**config.mk**
```make
export PLATFORM = sky130hd
export DESIGN_NAME = trig_conditioner
export DESIGN_NICKNAME = d
export VERILOG_FILES = /design/src/rtl/trig_conditioner_pkg.sv /design/src/rtl/trig_conditioner_sync.sv /design/src/rtl/trig_conditioner.sv
export SDC_FILE = /design/constraint.sdc
export NUM_CORES = 1
export LEC_CHECK = 0
export ABC_AREA = 1
export CAP_MARGIN = 20
export CORE_ASPECT_RATIO = 1.25
export CORE_MARGIN = 10
export CORE_UTILIZATION = 29
export CTS_CLUSTER_DIAMETER = 150
export DETAILED_ROUTE_END_ITERATION = 16
export HOLD_SLACK_MARGIN = 0.03
export PLACE_DENSITY = 0.53
export SYNTH_ARGS = -nofsm -noshare
export SYNTH_HDL_FRONTEND = slang
export SYNTH_HIERARCHICAL = 1
export SYNTH_SLANG_ARGS = --single-unit
```
**constraint.sdc**
```tcl
create_clock -name clk -period 2.11 [get_ports clk]
set_input_delay 0.422 -clock clk [delete_from_list [all_inputs] [get_ports clk]]
set_output_delay 0.422 -clock clk [all_outputs]
set_load 0.02 [all_outputs]
```
**src/rtl/trig_conditioner_pkg.sv**
```systemverilog
// rtl/trig_conditioner_pkg.sv - shared types and constants for the trigger conditioner
package trig_conditioner_pkg;

  localparam int CNT_W = 32;
  localparam logic [CNT_W-1:0] SAT_MAX = '1;

  typedef enum logic [1:0] {
    ST_IDLE    = 2'd0,
    ST_ARMED   = 2'd1,
    ST_HOLDOFF = 2'd2
  } state_t;

  function automatic logic [CNT_W-1:0] sat_inc(input logic [CNT_W-1:0] v);
    return (v == SAT_MAX) ? SAT_MAX : v + CNT_W'(1);
  endfunction

endpackage

```
**src/rtl/trig_conditioner_sync.sv**
```systemverilog
// rtl/trig_conditioner_sync.sv - async input synchronizer with rising-edge detect
module sync_edge_detect #(
  parameter int SYNC_STAGES = 3
) (
  input  logic clk,
  input  logic rst,
  input  logic d_async,
  output logic level,
  output logic rise
);

  logic [SYNC_STAGES-1:0] sync_q;
  logic [SYNC_STAGES:0]   fill_q;
  logic                   prev_q;

  always_ff @(posedge clk) begin
    if (rst) begin
      sync_q <= '0;
      fill_q <= '0;
      prev_q <= 1'b0;
    end else begin
      sync_q <= {sync_q[SYNC_STAGES-2:0], d_async};
      fill_q <= {fill_q[SYNC_STAGES-1:0], 1'b1};
      prev_q <= sync_q[SYNC_STAGES-1];
    end
  end

  assign level = sync_q[SYNC_STAGES-1];
  // Edges are masked until the pipeline has refilled after reset, so a level
  // held high through reset is not mistaken for a fresh rising edge.
  assign rise  = level & ~prev_q & fill_q[SYNC_STAGES];

endmodule

```
**src/rtl/trig_conditioner.sv**
```systemverilog
// rtl/trig_conditioner.sv - trigger conditioning FSM with holdoff, period and timeout stats
module trig_conditioner
  import trig_conditioner_pkg::*;
#(
  parameter int SYNC_STAGES = 3,
  parameter int HOLD_W      = 16,
  parameter int TIMEOUT     = 0
) (
  input  logic              clk,
  input  logic              rst,
  input  logic              trig_in,
  input  logic              enable,
  input  logic [HOLD_W-1:0] holdoff,
  output logic              trig_pulse,
  output logic              trig_level,
  output logic [CNT_W-1:0]  accept_count,
  output logic [CNT_W-1:0]  reject_count,
  output logic [CNT_W-1:0]  period,
  output logic              period_valid,
  output logic              timeout
);

  localparam logic [CNT_W:0] TO_THR = (CNT_W+1)'(TIMEOUT);

  state_t            state_q, state_d;
  logic [HOLD_W-1:0] hcnt_q, hcnt_d;
  logic [CNT_W-1:0]  gap_q, gap_d;
  logic              first_q, first_d;
  logic [CNT_W-1:0]  acc_d, rej_d, period_d;
  logic              pulse_d, pv_d, to_d;
  logic              rise, timeout_hit;

  sync_edge_detect #(.SYNC_STAGES(SYNC_STAGES)) u_sync (
    .clk     (clk),
    .rst     (rst),
    .d_async (trig_in),
    .level   (trig_level),
    .rise    (rise)
  );

  // Widened compare so a saturated gap cannot wrap into a false match.
  assign timeout_hit = (TIMEOUT != 0) && (({1'b0, gap_q} + (CNT_W+1)'(1)) == TO_THR);

  always_comb begin
    state_d  = state_q;
    hcnt_d   = hcnt_q;
    gap_d    = gap_q;
    first_d  = first_q;
    acc_d    = accept_count;
    rej_d    = reject_count;
    period_d = period;
    pulse_d  = 1'b0;
    pv_d     = 1'b0;
    to_d     = timeout;
    if (!enable) begin
      state_d = ST_IDLE;
      to_d    = 1'b0;
    end else begin
      case (state_q)
        ST_IDLE: begin
          state_d = ST_ARMED;
          gap_d   = '0;
          first_d = 1'b1;
        end
        ST_ARMED, ST_HOLDOFF: begin
          gap_d = sat_inc(gap_q);
          if (state_q == ST_HOLDOFF) begin
            hcnt_d = hcnt_q - HOLD_W'(1);
            if (hcnt_q == HOLD_W'(1)) state_d = ST_ARMED;
            if (rise) rej_d = reject_count + CNT_W'(1);
          end else if (rise) begin
            pulse_d = 1'b1;
            acc_d   = accept_count + CNT_W'(1);
            hcnt_d  = holdoff;
            gap_d   = '0;
            first_d = 1'b0;
            to_d    = 1'b0;
            if (!first_q) begin
              period_d = sat_inc(gap_q);
              pv_d     = 1'b1;
            end
            state_d = (holdoff == '0) ? ST_ARMED : ST_HOLDOFF;
          end
          if (!pulse_d && timeout_hit) to_d = 1'b1;
        end
        default: state_d = ST_IDLE;
      endcase
    end
  end

  always_ff @(posedge clk) begin
    if (rst) begin
      state_q      <= ST_IDLE;
      hcnt_q       <= '0;
      gap_q        <= '0;
      first_q      <= 1'b1;
      accept_count <= '0;
      reject_count <= '0;
      period       <= '0;
      period_valid <= 1'b0;
      trig_pulse   <= 1'b0;
      timeout      <= 1'b0;
    end else begin
      state_q      <= state_d;
      hcnt_q       <= hcnt_d;
      gap_q        <= gap_d;
      first_q      <= first_d;
      accept_count <= acc_d;
      reject_count <= rej_d;
      period       <= period_d;
      period_valid <= pv_d;
      trig_pulse   <= pulse_d;
      timeout      <= to_d;
    end
  end

endmodule
```
==> results.tsv <==
metric	value	unit
Fin. Hold Viols	0	
gp weighted congestion	0.882	
DRT Pass-1 Iters	5	
mux share of post-synthesis cell area	0	
top-area cell type share of the netlist area	0.369	
met2 usage	0.270	
Power per Cell Area	606	nW/um2
Final HPWL DP	19600	um
crit share post-route	0.947	
largest net degree at the start of global routing	66	
share of flip-flops with an asynchronous set or reset	0	
Worst Setup End Kind	output port	
vias in the first global route	8742	
share of cells above drive strength 1	0.0850	
clk_lat worst skew	0.44	ns
Root Buffer	clkbuf_16	
final wirelength	26600	um
gr usage total	0.147	
Post-synth top flop	dfxtp_1	
worst hold path cell count	2	
Startpoint Class	flip-flop	
post-route cell area	11100	um2
leakage	0.00417	uW
Clock Path Buffers	2	
CP bufs+invs	1	
clock sinks	157	
# rows	70	
Nets	1520	
Clock Skews	0.0125	ns
reg2reg setup slack	0.18	ns
Crit Path Max Fanout	6	
Peak VDD IR	491	uV
routed vias/inst	4.56	
P_sw	1550	uW
DR WL/cell	14.0	um
Initial Util	0.292	
Remaining DRCs	0	
final setup fails	0	
cell taking the most area after synthesis	dfxtp_1	
Ports	120	
hold_sp	rst	
cell family with the largest share of critical-path delay	buffers and inverters	
GRT overflow	0	
Setup WS pre-CTS	-0.115	ns
WHS Endpoint	accept_count[6]	
full die area	36700	um2
largest family of logic cells by synthesized area	simple AND/OR/NAND/NOR gates	
initial antenna violation count	0	
first-pass GRT wire length	44200	um
Worst Hold Class	in2reg	
worst path cell trace	clkdlybuf4s50_1	
Final Max Slew Viols	0	
Fmax	500	MHz
Simple-Gate Fraction of Synth Area	0.400	
r2r endpoint	accept_count[28]	
cts-stage hold buffer count	0	
r2r startpoint	state_q[0]	
Avg Inst Size Synth	6.30	um2
fraction of the mapped netlist area in adder cells	0.0117	
Critical Path RT	1.69	ns
part of the power in combinational logic	0.039	
critical path type	reg2out	
met1 Track Usage GR	0.165	
Pint	5160	uW
EDFF count, synth	0	
Mapped Cells	1354	
die height	212	um
core box area	29200	um2
maxcap violations	0	
clock slew at reported path FFs	0.06	ns
Final min period	2.00	ns
H-Tree Depth	4	
post-synthesis cell area	8530	um2
share of power burned in registers	0.444	
CP max-delay cell	clkdlybuf4s50_1	
M3 GR Usage	0.0323	
post-synthesis xor/xnor area fraction	0.0164	
Yosys cell types	44	
syn nets	1382	
initial drt markers	479	
Seq cells post-synth	157	
post-synthesis sequential area ratio	0.369	
Die Width	173	um
Synth Area in Compound Gates	0.115	
Clk pwr share	0.517	
area added between synthesis and finish	29.9	%
Post-Place Cell Area	10400	um2
Buffers on Ports	118	
cts bufs inserted	17	
outcome	complete, no violations	
sw frac	0.231	
top cells by area, synth	dfxtp_1 37%, nand2_1 17%, nor2_1 12%	
crit path setup slack, layout	0.112	ns
Antenna Nets Post-Route	0	
RSZ-0062 raised after global routing	true	
Critical Path Max Stage Delay	0.67	ns
ANT cells	0	
Yosys warning count	6	
worst r2r path cells	11	
CTS tree	done	
crit path DAT	1.58	ns
grt peak-use layer	met2	
vias	8672	
[synthesized netlist by cell type (3+ instances only)]
cell type	instances
a211oi_1	3
a21oi_1	89
a21oi_2	3
a31oi_1	3
buf_2	8
buf_6	4
clkbuf_1	26
dfxtp_1	157
ha_1	8
inv_1	142
inv_2	4
nand2_1	385
nand2_2	9
nand3_1	70
nand3_2	11
nand3b_1	7
nand4_1	8
nor2_1	263
nor2_2	5
nor2_4	10
nor3_1	17
nor3b_1	4
o211ai_1	3
o21ai_0	77
xnor2_1	8
xor2_1	8
[worst max path at each step]
stage                  endpoint  cells after the start  slack, ns             start
2_1_floorplan  accept_count[27]                     11       0.29  u_sync/sync_q[2]
3_3_place_gp   accept_count[27]                     10      -0.12            enable
3_5_place_dp   accept_count[27]                     10      -0.11            enable
4_1_cts         accept_count[0]                      1       0.08   accept_count[0]
5_1_grt        accept_count[27]                     11     -0.004        state_q[0]
6_report        accept_count[0]                      1       0.11   accept_count[0]
[stage by stage]
step                std cells  setup TNS [ns]  hold WS [ns]  utilization  total power [uW]
finish                   1901               0         0.331        0.380              6710
global route             1901        -0.00405         0.351        0.380              6960
CTS                      1900               0         0.316        0.379              6810
detailed placement       1868           -1.09         0.397        0.356              3310
global placement         1868          -0.902         0.390        0.356              3310
floorplan                1354               0         0.388            -              3200
[cell families after synthesis]
group | count (synthesis)
AO/OA/AOI/OAI | 186
XOR/XNOR | 16
adder cells (fa/ha/maj) | 8
buffers and inverters | 187
flip-flops | 157
other | 1
AND/OR/NAND/NOR | 799
[worst register-to-register path, stage by stage (launching register included)]
cell and delay (ns):
dfxtp_1 0.36, inv_1 0.07, ha_1 0.35, nand2_2 0.11, nor2_4 0.14, nand2_2 0.07
nor2_4 0.17, nand4_1 0.22, nor2_1 0.19, nand2_1 0.07, nand2_1 0.06, nor2_1 0.04
[routing by layer]
metal  up-vias  wire (um)
met2       161      13500
met4         0        448
met3        32       1060
li1       4548          -
met5         -          0
met1      3931      11600
[layout make-up]
class | instances | area [um2]
fill | 3162 | 18100
multi-input combinational | 1010 | 4670
sequential | 157 | 3140
timing repair buffer | 159 | 1560
inverter | 147 | 553
tap | 396 | 495
clock buffer | 21 | 470
clock inverter | 11 | 180
[power by group through the flow]
stage | combinational [uW] | sequential [uW] | clock (uW)
after floorplan | 154 | 3050 | 0
after global placement | 267 | 3050 | 0
after detailed placement | 267 | 3050 | 0
after CTS | 266 | 2980 | 3560
after global routing | 295 | 2980 | 3690
final | 263 | 2980 | 3470
[flip-flops by register name (all words and copies together) (netlist names), 2 cells and up]
name	cells
state_q	2
reject_count	32
accept_count	32
u_sync/fill_q	4
gap_q	32
hcnt_q	16
period	32
u_sync/sync_q	3
[placed cells by master (no fill, tap or decap), types with 12 or more instances in the layout]
| cell | instances |
|---|---|
| dfxtp_1 | 156 |
| inv_1 | 142 |
| nor2_1 | 262 |
| nor2_4 | 12 |
| o21ai_0 | 76 |
| buf_4 | 36 |
| clkbuf_16 | 17 |
| nand3_1 | 70 |
| nor3_1 | 16 |
| clkdlybuf4s50_1 | 117 |
| nand2_1 | 385 |
| a21oi_1 | 89 |
[timing repair]
item                                    in CTS  in global routing
setup buffers                                0                  1
endpoints found under the setup margin       2                 18
pin swaps                                    0                  1
resized for setup                            1                  7
(Power assumes the default switching activity.)
